==> config.mk <==
export PLATFORM = sky130hd
export DESIGN_NAME = id_ex_stage_flat
export DESIGN_NICKNAME = d
export VERILOG_FILES = /design/src/rtl/id_ex_stage_pkg.sv /design/src/rtl/id_ex_stage_if.sv /design/src/rtl/id_ex_stage_fwd_unit.sv /design/src/rtl/id_ex_stage.sv /design/src/flat_wrapper.sv
export SDC_FILE = /design/constraint.sdc
export NUM_CORES = 1
export LEC_CHECK = 0
export BUFFER_PORTS_ARGS = -buffer_cell sky130_fd_sc_hd__buf_4
export CAP_MARGIN = 10
export CORE_AREA = 2 2 125 127
export DETAILED_ROUTE_END_ITERATION = 12
export DIE_AREA = 0 0 127 129
export GPL_TIMING_DRIVEN = 0
export PLACE_DENSITY = 0.66
export SLEW_MARGIN = 20
export SYNTH_ARGS = -nofsm -noshare
export SYNTH_HDL_FRONTEND = slang
export SYNTH_HIERARCHICAL = 1
export SYNTH_SLANG_ARGS = --single-unit
==> constraint.sdc <==
create_clock -name clk -period 2.2 [get_ports clk]
set_input_delay 0.11 -clock clk [delete_from_list [all_inputs] [get_ports clk]]
set_output_delay 0.11 -clock clk [all_outputs]
set_load 0.005 [all_outputs]
==> src/rtl/id_ex_stage_pkg.sv <==
// Shared widths, ALU opcodes and forwarding-select codes for the ID/EX stage.
// Forwarding itself is enabled by defining ID_EX_FWD_EN.
package id_ex_stage_pkg;

   localparam int CPU_WIDTH      = 32;
   localparam int ALU_CTRL_WIDTH = 4;

   typedef enum logic [ALU_CTRL_WIDTH-1:0] {
      ALU_ADD  = 4'd0,
      ALU_SUB  = 4'd1,
      ALU_AND  = 4'd2,
      ALU_OR   = 4'd3,
      ALU_XOR  = 4'd4,
      ALU_SLL  = 4'd5,
      ALU_SRL  = 4'd6,
      ALU_SRA  = 4'd7,
      ALU_SLT  = 4'd8,
      ALU_SLTU = 4'd9
   } alu_op_e;

   localparam logic [1:0] FWD_REG = 2'd0;
   localparam logic [1:0] FWD_WB  = 2'd1;
   localparam logic [1:0] FWD_MEM = 2'd2;

   typedef struct packed {
      logic valid;
      logic reg_write;
      logic mem_read;
      logic mem_write;
      logic mem_to_reg;
      logic branch;
      logic alu_src;
   } ex_ctrl_t;

   function automatic logic [CPU_WIDTH-1:0] fwd_mux(
      input logic [1:0]           sel,
      input logic [CPU_WIDTH-1:0] reg_val,
      input logic [CPU_WIDTH-1:0] wb_val,
      input logic [CPU_WIDTH-1:0] mem_val
   );
      case (sel)
         FWD_MEM: fwd_mux = mem_val;
         FWD_WB:  fwd_mux = wb_val;
         default: fwd_mux = reg_val;
      endcase
   endfunction

endpackage

==> src/rtl/id_ex_stage_if.sv <==
// ID/EX bundle: decoded ID inputs, writeback bypass info and the EX-side outputs.
// master drives ID/bypass and observes EX; slave is the pipeline register.
interface id_ex_stage_if #(
   parameter int REG_ADDR_W = 5
);
   import id_ex_stage_pkg::*;

   logic                      id_valid;
   logic [REG_ADDR_W-1:0]     id_rs1_addr, id_rs2_addr, id_rd_addr;
   logic [CPU_WIDTH-1:0]      id_rs1_data, id_rs2_data, id_imm;
   logic                      id_alu_src;
   logic [ALU_CTRL_WIDTH-1:0] id_alu_ctrl;
   logic                      id_reg_write, id_mem_read, id_mem_write, id_mem_to_reg, id_branch;

   logic                      exmem_reg_write;
   logic [REG_ADDR_W-1:0]     exmem_rd_addr;
   logic [CPU_WIDTH-1:0]      exmem_alu_result;
   logic                      memwb_reg_write;
   logic [REG_ADDR_W-1:0]     memwb_rd_addr;
   logic [CPU_WIDTH-1:0]      memwb_wb_data;

   logic [CPU_WIDTH-1:0]      alu_data_in_1, alu_data_in_2, ex_store_data;
   logic [ALU_CTRL_WIDTH-1:0] alu_ctrl;
   logic                      ex_valid, ex_reg_write, ex_mem_read, ex_mem_write, ex_mem_to_reg, ex_branch;
   logic [REG_ADDR_W-1:0]     ex_rd_addr;
   logic [1:0]                fwd_a_sel, fwd_b_sel;
   logic                      load_use_hazard;

   modport master (
      output id_valid, id_rs1_addr, id_rs2_addr, id_rd_addr, id_rs1_data, id_rs2_data, id_imm,
             id_alu_src, id_alu_ctrl, id_reg_write, id_mem_read, id_mem_write, id_mem_to_reg,
             id_branch, exmem_reg_write, exmem_rd_addr, exmem_alu_result,
             memwb_reg_write, memwb_rd_addr, memwb_wb_data,
      input  alu_data_in_1, alu_data_in_2, ex_store_data, alu_ctrl, ex_valid, ex_reg_write,
             ex_mem_read, ex_mem_write, ex_mem_to_reg, ex_branch, ex_rd_addr,
             fwd_a_sel, fwd_b_sel, load_use_hazard
   );

   modport slave (
      input  id_valid, id_rs1_addr, id_rs2_addr, id_rd_addr, id_rs1_data, id_rs2_data, id_imm,
             id_alu_src, id_alu_ctrl, id_reg_write, id_mem_read, id_mem_write, id_mem_to_reg,
             id_branch, exmem_reg_write, exmem_rd_addr, exmem_alu_result,
             memwb_reg_write, memwb_rd_addr, memwb_wb_data,
      output alu_data_in_1, alu_data_in_2, ex_store_data, alu_ctrl, ex_valid, ex_reg_write,
             ex_mem_read, ex_mem_write, ex_mem_to_reg, ex_branch, ex_rd_addr,
             fwd_a_sel, fwd_b_sel, load_use_hazard
   );

endinterface

==> src/rtl/id_ex_stage_fwd_unit.sv <==
// Combinational forwarding select for rs1 (a) and rs2 (b); EX/MEM beats MEM/WB, x0 never forwards.
module id_ex_stage_fwd_unit
   import id_ex_stage_pkg::*;
#(
   parameter int REG_ADDR_W = 5
) (
   input  logic [REG_ADDR_W-1:0] rs1_addr,
   input  logic [REG_ADDR_W-1:0] rs2_addr,
   input  logic                  exmem_reg_write,
   input  logic [REG_ADDR_W-1:0] exmem_rd_addr,
   input  logic                  memwb_reg_write,
   input  logic [REG_ADDR_W-1:0] memwb_rd_addr,
   output logic [1:0]            fwd_a_sel,
   output logic [1:0]            fwd_b_sel
);

   logic [1:0][REG_ADDR_W-1:0] src_addr;
   logic [1:0][1:0]            src_sel;

   assign src_addr[0] = rs1_addr;
   assign src_addr[1] = rs2_addr;

   for (genvar gi = 0; gi < 2; gi++) begin : g_src
      logic exmem_hit;
      logic memwb_hit;
      assign exmem_hit = exmem_reg_write && (exmem_rd_addr != '0) && (exmem_rd_addr == src_addr[gi]);
      assign memwb_hit = memwb_reg_write && (memwb_rd_addr != '0) && (memwb_rd_addr == src_addr[gi]);
      assign src_sel[gi] = exmem_hit ? FWD_MEM : (memwb_hit ? FWD_WB : FWD_REG);
   end

   assign fwd_a_sel = src_sel[0];
   assign fwd_b_sel = src_sel[1];

endmodule

==> src/rtl/id_ex_stage.sv <==
// ID/EX pipeline register with operand forwarding and load-use detection.
// Define ID_EX_FWD_EN to enable EX/MEM and MEM/WB bypassing; otherwise hazards rely on stalls.
module id_ex_stage
   import id_ex_stage_pkg::*;
#(
   parameter int REG_ADDR_W   = 5,
   parameter bit RESET_PC_NOP = 1'b1
) (
   input  logic         clk,
   input  logic         rst_n,
   input  logic         stall_i,
   input  logic         flush_i,
   id_ex_stage_if.slave bus
);

   ex_ctrl_t                  ctrl_q, ctrl_d;
   logic [ALU_CTRL_WIDTH-1:0] alu_ctrl_q, alu_ctrl_d;
   logic [REG_ADDR_W-1:0]     rs1_addr_q, rs1_addr_d, rs2_addr_q, rs2_addr_d, rd_addr_q, rd_addr_d;
   logic [CPU_WIDTH-1:0]      rs1_data_q, rs1_data_d, rs2_data_q, rs2_data_d, imm_q, imm_d;

   logic [1:0]                raw_a_sel, raw_b_sel, sel_a, sel_b;
   logic [CPU_WIDTH-1:0]      fwd_rs1, fwd_rs2;
   logic                      hazard_src;

   id_ex_stage_fwd_unit #(.REG_ADDR_W(REG_ADDR_W)) u_fwd (
      .rs1_addr        (rs1_addr_q),
      .rs2_addr        (rs2_addr_q),
      .exmem_reg_write (bus.exmem_reg_write),
      .exmem_rd_addr   (bus.exmem_rd_addr),
      .memwb_reg_write (bus.memwb_reg_write),
      .memwb_rd_addr   (bus.memwb_rd_addr),
      .fwd_a_sel       (raw_a_sel),
      .fwd_b_sel       (raw_b_sel)
   );

`ifdef ID_EX_FWD_EN
   assign sel_a      = raw_a_sel;
   assign sel_b      = raw_b_sel;
   assign hazard_src = ctrl_q.mem_read;
`else
   // Without bypassing any in-flight writer of a source register must stall ID.
   logic unused_fwd_sel;
   assign unused_fwd_sel = ^{raw_a_sel, raw_b_sel};
   assign sel_a          = FWD_REG;
   assign sel_b          = FWD_REG;
   assign hazard_src     = ctrl_q.reg_write;
`endif

   assign fwd_rs1 = fwd_mux(sel_a, rs1_data_q, bus.memwb_wb_data, bus.exmem_alu_result);
   assign fwd_rs2 = fwd_mux(sel_b, rs2_data_q, bus.memwb_wb_data, bus.exmem_alu_result);

   always_comb begin
      ctrl_d     = ctrl_q;
      alu_ctrl_d = alu_ctrl_q;
      rs1_addr_d = rs1_addr_q;
      rs2_addr_d = rs2_addr_q;
      rd_addr_d  = rd_addr_q;
      rs1_data_d = rs1_data_q;
      rs2_data_d = rs2_data_q;
      imm_d      = imm_q;
      if (flush_i) begin
         ctrl_d = '0;
         if (RESET_PC_NOP) begin
            alu_ctrl_d = ALU_ADD;
            rs1_addr_d = '0;
            rs2_addr_d = '0;
            rd_addr_d  = '0;
            rs1_data_d = '0;
            rs2_data_d = '0;
            imm_d      = '0;
         end
      end else if (stall_i) begin
         // Capture the bypassed value so a source retiring mid-stall is not lost.
         rs1_data_d = fwd_rs1;
         rs2_data_d = fwd_rs2;
      end else begin
         ctrl_d.valid      = bus.id_valid;
         ctrl_d.reg_write  = bus.id_valid & bus.id_reg_write;
         ctrl_d.mem_read   = bus.id_valid & bus.id_mem_read;
         ctrl_d.mem_write  = bus.id_valid & bus.id_mem_write;
         ctrl_d.mem_to_reg = bus.id_valid & bus.id_mem_to_reg;
         ctrl_d.branch     = bus.id_valid & bus.id_branch;
         ctrl_d.alu_src    = bus.id_valid & bus.id_alu_src;
         alu_ctrl_d        = bus.id_alu_ctrl;
         rs1_addr_d        = bus.id_rs1_addr;
         rs2_addr_d        = bus.id_rs2_addr;
         rd_addr_d         = bus.id_rd_addr;
         rs1_data_d        = bus.id_rs1_data;
         rs2_data_d        = bus.id_rs2_data;
         imm_d             = bus.id_imm;
      end
   end

   always_ff @(posedge clk or negedge rst_n) begin
      if (!rst_n) begin
         ctrl_q     <= '0;
         alu_ctrl_q <= ALU_ADD;
         rs1_addr_q <= '0;
         rs2_addr_q <= '0;
         rd_addr_q  <= '0;
         rs1_data_q <= '0;
         rs2_data_q <= '0;
         imm_q      <= '0;
      end else begin
         ctrl_q     <= ctrl_d;
         alu_ctrl_q <= alu_ctrl_d;
         rs1_addr_q <= rs1_addr_d;
         rs2_addr_q <= rs2_addr_d;
         rd_addr_q  <= rd_addr_d;
         rs1_data_q <= rs1_data_d;
         rs2_data_q <= rs2_data_d;
         imm_q      <= imm_d;
      end
   end

   assign bus.alu_data_in_1   = fwd_rs1;
   assign bus.alu_data_in_2   = ctrl_q.alu_src ? imm_q : fwd_rs2;
   assign bus.ex_store_data   = fwd_rs2;
   assign bus.alu_ctrl        = alu_ctrl_q;
   assign bus.ex_valid        = ctrl_q.valid;
   assign bus.ex_reg_write    = ctrl_q.reg_write;
   assign bus.ex_mem_read     = ctrl_q.mem_read;
   assign bus.ex_mem_write    = ctrl_q.mem_write;
   assign bus.ex_mem_to_reg   = ctrl_q.mem_to_reg;
   assign bus.ex_branch       = ctrl_q.branch;
   assign bus.ex_rd_addr      = rd_addr_q;
   assign bus.fwd_a_sel       = sel_a;
   assign bus.fwd_b_sel       = sel_b;
   assign bus.load_use_hazard = ctrl_q.valid & hazard_src & (rd_addr_q != '0) &
                                ((rd_addr_q == bus.id_rs1_addr) | (rd_addr_q == bus.id_rs2_addr));

endmodule
==> src/flat_wrapper.sv <==
// flat-port wrapper written by rule: the top's interface ports become plain ports
module id_ex_stage_flat import id_ex_stage_pkg::*;
#(
   parameter int REG_ADDR_W   = 5,
   parameter bit RESET_PC_NOP = 1'b1
)
  (clk, rst_n, stall_i, flush_i, bus_id_valid, bus_id_rs1_addr, bus_id_rs2_addr, bus_id_rd_addr, bus_id_rs1_data, bus_id_rs2_data, bus_id_imm, bus_id_alu_src, bus_id_alu_ctrl, bus_id_reg_write, bus_id_mem_read, bus_id_mem_write, bus_id_mem_to_reg, bus_id_branch, bus_exmem_reg_write, bus_exmem_rd_addr, bus_exmem_alu_result, bus_memwb_reg_write, bus_memwb_rd_addr, bus_memwb_wb_data, bus_alu_data_in_1, bus_alu_data_in_2, bus_ex_store_data, bus_alu_ctrl, bus_ex_valid, bus_ex_reg_write, bus_ex_mem_read, bus_ex_mem_write, bus_ex_mem_to_reg, bus_ex_branch, bus_ex_rd_addr, bus_fwd_a_sel, bus_fwd_b_sel, bus_load_use_hazard);
  id_ex_stage_if #(.REG_ADDR_W(REG_ADDR_W)) bus_i ();
  input  logic clk;
  input  logic rst_n;
  input  logic stall_i;
  input  logic flush_i;
  input wire logic [$bits(bus_i.id_valid)-1:0] bus_id_valid;
  input wire logic [$bits(bus_i.id_rs1_addr)-1:0] bus_id_rs1_addr;
  input wire logic [$bits(bus_i.id_rs2_addr)-1:0] bus_id_rs2_addr;
  input wire logic [$bits(bus_i.id_rd_addr)-1:0] bus_id_rd_addr;
  input wire logic [$bits(bus_i.id_rs1_data)-1:0] bus_id_rs1_data;
  input wire logic [$bits(bus_i.id_rs2_data)-1:0] bus_id_rs2_data;
  input wire logic [$bits(bus_i.id_imm)-1:0] bus_id_imm;
  input wire logic [$bits(bus_i.id_alu_src)-1:0] bus_id_alu_src;
  input wire logic [$bits(bus_i.id_alu_ctrl)-1:0] bus_id_alu_ctrl;
  input wire logic [$bits(bus_i.id_reg_write)-1:0] bus_id_reg_write;
  input wire logic [$bits(bus_i.id_mem_read)-1:0] bus_id_mem_read;
  input wire logic [$bits(bus_i.id_mem_write)-1:0] bus_id_mem_write;
  input wire logic [$bits(bus_i.id_mem_to_reg)-1:0] bus_id_mem_to_reg;
  input wire logic [$bits(bus_i.id_branch)-1:0] bus_id_branch;
  input wire logic [$bits(bus_i.exmem_reg_write)-1:0] bus_exmem_reg_write;
  input wire logic [$bits(bus_i.exmem_rd_addr)-1:0] bus_exmem_rd_addr;
  input wire logic [$bits(bus_i.exmem_alu_result)-1:0] bus_exmem_alu_result;
  input wire logic [$bits(bus_i.memwb_reg_write)-1:0] bus_memwb_reg_write;
  input wire logic [$bits(bus_i.memwb_rd_addr)-1:0] bus_memwb_rd_addr;
  input wire logic [$bits(bus_i.memwb_wb_data)-1:0] bus_memwb_wb_data;
  output wire logic [$bits(bus_i.alu_data_in_1)-1:0] bus_alu_data_in_1;
  output wire logic [$bits(bus_i.alu_data_in_2)-1:0] bus_alu_data_in_2;
  output wire logic [$bits(bus_i.ex_store_data)-1:0] bus_ex_store_data;
  output wire logic [$bits(bus_i.alu_ctrl)-1:0] bus_alu_ctrl;
  output wire logic [$bits(bus_i.ex_valid)-1:0] bus_ex_valid;
  output wire logic [$bits(bus_i.ex_reg_write)-1:0] bus_ex_reg_write;
  output wire logic [$bits(bus_i.ex_mem_read)-1:0] bus_ex_mem_read;
  output wire logic [$bits(bus_i.ex_mem_write)-1:0] bus_ex_mem_write;
  output wire logic [$bits(bus_i.ex_mem_to_reg)-1:0] bus_ex_mem_to_reg;
  output wire logic [$bits(bus_i.ex_branch)-1:0] bus_ex_branch;
  output wire logic [$bits(bus_i.ex_rd_addr)-1:0] bus_ex_rd_addr;
  output wire logic [$bits(bus_i.fwd_a_sel)-1:0] bus_fwd_a_sel;
  output wire logic [$bits(bus_i.fwd_b_sel)-1:0] bus_fwd_b_sel;
  output wire logic [$bits(bus_i.load_use_hazard)-1:0] bus_load_use_hazard;
  assign bus_i.id_valid = bus_id_valid;
  assign bus_i.id_rs1_addr = bus_id_rs1_addr;
  assign bus_i.id_rs2_addr = bus_id_rs2_addr;
  assign bus_i.id_rd_addr = bus_id_rd_addr;
  assign bus_i.id_rs1_data = bus_id_rs1_data;
  assign bus_i.id_rs2_data = bus_id_rs2_data;
  assign bus_i.id_imm = bus_id_imm;
  assign bus_i.id_alu_src = bus_id_alu_src;
  assign bus_i.id_alu_ctrl = bus_id_alu_ctrl;
  assign bus_i.id_reg_write = bus_id_reg_write;
  assign bus_i.id_mem_read = bus_id_mem_read;
  assign bus_i.id_mem_write = bus_id_mem_write;
  assign bus_i.id_mem_to_reg = bus_id_mem_to_reg;
  assign bus_i.id_branch = bus_id_branch;
  assign bus_i.exmem_reg_write = bus_exmem_reg_write;
  assign bus_i.exmem_rd_addr = bus_exmem_rd_addr;
  assign bus_i.exmem_alu_result = bus_exmem_alu_result;
  assign bus_i.memwb_reg_write = bus_memwb_reg_write;
  assign bus_i.memwb_rd_addr = bus_memwb_rd_addr;
  assign bus_i.memwb_wb_data = bus_memwb_wb_data;
  assign bus_alu_data_in_1 = bus_i.alu_data_in_1;
  assign bus_alu_data_in_2 = bus_i.alu_data_in_2;
  assign bus_ex_store_data = bus_i.ex_store_data;
  assign bus_alu_ctrl = bus_i.alu_ctrl;
  assign bus_ex_valid = bus_i.ex_valid;
  assign bus_ex_reg_write = bus_i.ex_reg_write;
  assign bus_ex_mem_read = bus_i.ex_mem_read;
  assign bus_ex_mem_write = bus_i.ex_mem_write;
  assign bus_ex_mem_to_reg = bus_i.ex_mem_to_reg;
  assign bus_ex_branch = bus_i.ex_branch;
  assign bus_ex_rd_addr = bus_i.ex_rd_addr;
  assign bus_fwd_a_sel = bus_i.fwd_a_sel;
  assign bus_fwd_b_sel = bus_i.fwd_b_sel;
  assign bus_load_use_hazard = bus_i.load_use_hazard;
  id_ex_stage #(.REG_ADDR_W(REG_ADDR_W), .RESET_PC_NOP(RESET_PC_NOP)) u_core (.clk(clk), .rst_n(rst_n), .stall_i(stall_i), .flush_i(flush_i), .bus(bus_i));
endmodule
==> impl_metrics.py <==
metrics = {
    "clocking": {
        "clock_sinks": 112,
        "cts_buffers": 9,
        "path_clk_slew_ns": 0.07,
        "cts-root-buf": "clkbuf_16",
        "post_cts_buffers": 0,
        "clk_latency_ns": 0.34,
        "cts_tree": "done",
        "clockBufferDepth": 2,
        "htree_levels": 3,
        "cts_resized": 0,
    },
    "power_and_ir_drop": {
        "ir_drop_uv": 379,
        "power.leakage_nw": 4.13,
        "total_power_w": 0.00464,
        "p_per_area_nw_per_um2": 608,
    },
    "worst_setup_path": {
        "worst_path_max_delay_cell": "or4_1",
        "cpPeakStageDelay_ns": 0.55,
        "critical_path_buf_inv_count": 1,
        "end_kind": "primary output",
        "worstPathRequired_ns": 2.09,
        "r2r_slack_ns": 1.13,
        "critPathKind": "reg -> out",
        "cp_max_fo": 5,
        "crit_family": "simple AND/OR/NAND/NOR gates",
        "worstPathArrival_ns": 1.68,
        "crit_chain": "or4_1 -> o211ai_2 -> a21oi_1 -> buf_4",
        "startpoint_type": "flip-flop",
    },
    "floorplanning": {
        "io_pins": 318,
        "initial_utilization_pct": 33.8,
        "die_y_um": 129,
        "die_w_um": 127,
        "fp.coreArea_sq_um": 15000,
        "core.rowCount": 45,
        "die-area_sq_um": 16400,
    },
    "sta": {
        "worst_pin_slew_ns": 0.910,
        "slew_headroom_pct": 39.3,
        "period_share_pct": 81.5,
        "min_period_ns": 1.79,
        "tns_ns": 0,
        "rsz0062_at_grt": "false",
        "fmax_mhz": 557,
        "setup_violations": 0,
        "drv_slew": 0,
        "fin_skew_ns": 0,
        "hold_viol": 0,
    },
    "route": {
        "vias": 4131,
        "drtIter0Drc": 121,
        "postRouteAntennaNets": 0,
        "drc_errors": 0,
        "drt_pass1_iterations": 4,
        "drt-total-wl_mm": 14.1,
        "via_per_inst": 4.58,
        "wire_per_inst_um": 15.7,
    },
    "synthesis": {
        "netlist_area_sq_um": 5050,
        "ys_top_cells_by_area": "dfrtp_1, mux2i_1, nor2_1, mux2_2, buf_4",
        "synth_seq_cells": 112,
        "synth_cell_types": 18,
        "ys_seq_area_share_pct": 55.4,
        "syn_inst": 431,
        "avgSynthCellArea_sq_um": 11.7,
        "synth_top_area_share_pct": 55.4,
        "synth.largest_area_cell": "dfrtp_1",
        "ys_warn_count": 6,
    },
    "status": {
        "status": "finished clean",
    },
    "global_routing": {
        "grt_usage_pct": 17.2,
        "grt_pass1_wl_mm": 22.2,
        "grt_antenna_before_repair": 0,
        "grt_pass1_vias": 4396,
        "grt_busiest_layer": "met2",
        "met3_usage_pct": 4.32,
        "grt_use_met1_pct": 21.3,
        "grt-ovfl-total": 0,
        "grt_max_degree": 113,
        "met2_usage_pct": 29.6,
    },
    "cells_and_area": {
        "drive_above_1_share_pct": 42.6,
        "fillCellCount": 1359,
        "nets": 911,
        "diodes": 0,
        "areaGrowthSynthToFinish_pct": 51.1,
        "stdcell_count": 901,
        "largestRegisters": "u_core/imm_q x32, u_core/rs1_data_q x32, u_core/rs2_data_q x32",
    },
    "worst_hold_path": {
        "hold_path.class": "in -> reg",
    },
    "placement": {
        "dpl.cell_count": 857,
        "io_buffers": 235,
        "gp_congestion": 0.778,
        "hpwl_mm": 10.3,
    },
    "flow_run": {
        "drv_cap": 0,
    },
}
==> power breakdown <==
part           switching, W  internal (W)
Sequential        0.0000801       0.00217
Clock              0.000727      0.000822
Combinational      0.000346      0.000498
==> final cells by class <==
class                   instances  area, sq um  area share, %
clock inverters                 3         17.5          0.229
well taps                     188          235           3.08
multi-input cells             289         2060           27.0
repair buffers                264         2060           27.0
clock buffers                  12          256           3.36
flip-flops and latches        112         2800           36.7
plain buffers                  33          199           2.61
==> worst register-to-register path, cell delays in order, from the launching register on <==
cell and delay, ns:
dfrtp_1 0.35, buf_2 0.17, buf_2 0.22, a21oi_1 0.15, nor2_1 0.05
==> Yosys cell counts <==
library cell,instances
conb_1,1
buf_4,14
buf_6,2
xnor2_1,4
a21oi_1,7
nand3_1,2
dfrtp_1,112
nor2_1,118
nand2_1,6
or4_1,1
buf_1,1
xor2_1,6
mux2i_1,106
buf_2,6
mux2_2,32
nor3_1,2
o211ai_2,1
clkbuf_1,10
==> cells in the final DEF, fill, tap and decap left out <==
cell type,instances
buf_4,248
nor2_1,118
dfrtp_1,112
mux2i_1,106
mux2_2,32
dlygate4sd3_1,29
clkbuf_1,11
clkbuf_16,9
a21oi_1,7
buf_2,6
xor2_1,6
nand2_1,6
xnor2_1,4
conb_1,4
clkbuf_8,3
clkinv_2,2
nor3_1,2
nand3_1,2
buf_6,2
clkinvlp_4,1
or4_1,1
o211ai_2,1
buf_1,1
==> kinds of logic (layout without fill, tap and decap cells) <==
logic type / Yosys count / count (layout) / share of synthesized area (%)
multiplexers: 138 / 138 / 28.1
AND/OR/NAND/NOR: 129 / 129 / 9.75
flip-flops: 112 / 112 / 55.4
buffers and inverters: 33 / 312 / 3.94
XOR/XNOR: 10 / 10 / 1.73
AO/OA/AOI/OAI: 8 / 8 / 0.940
other: 1 / 4 / 0.0742
==> metrics by stage <==
| step | area (sq um) | hold slack, ns | utilization (%) | setup slack [ns] |
|---|---|---|---|---|
| 6_report | 7640 | 0.00845 | 51.0 | 0.406 |
| 5_1_grt | 7640 | 0.00545 | 51.0 | 0.303 |
| 4_1_cts | 7630 | 0.000577 | 51.0 | 0.371 |
| 3_5_place_dp | 7070 | 0.336 | 47.2 | 0.761 |
| 3_3_place_gp | 7070 | 0.348 | 47.2 | 0.764 |
| 2_1_floorplan | 5070 | -0.186 | - | 0.941 |
==> path summary, 6_finish.rpt <==
path,from,endpoint,cells after the start
max in group asynchronous,rst_n,u_core/imm_q[29]$_DFFE_PN0P_,2
worst max register to register,u_core/ctrl_q[0]$_DFFE_PN0P_,u_core/ctrl_q[0]$_DFFE_PN0P_,4
worst min register to register,u_core/imm_q[19]$_DFFE_PN0P_,u_core/imm_q[19]$_DFFE_PN0P_,2
worst max-delay path,u_core/bus.ex_rd_addr[1]$_DFFE_PN0P_,bus_load_use_hazard,4
min in group asynchronous,rst_n,u_core/rs1_data_q[0]$_DFFE_PN0P_,2
worst min-delay path,bus_id_rs2_data[19],u_core/rs2_data_q[19]$_DFFE_PN0P_,3
==> metal layers <==
layer	share of wire, %	wire length, um	vias to the layer above
li1	-	-	1983
met2	50	7110	148
met3	6.8	955	14
met4	1.3	182	0
met5	0	0	-
met1	42	5860	1986
==> repair_timing <==
item                                    CTS  global route
endpoints found under the hold margin   140             0
endpoints found under the setup margin    0             0
hold buffers                             29             0
No activity file was read; power rests on OpenSTA's default activity.
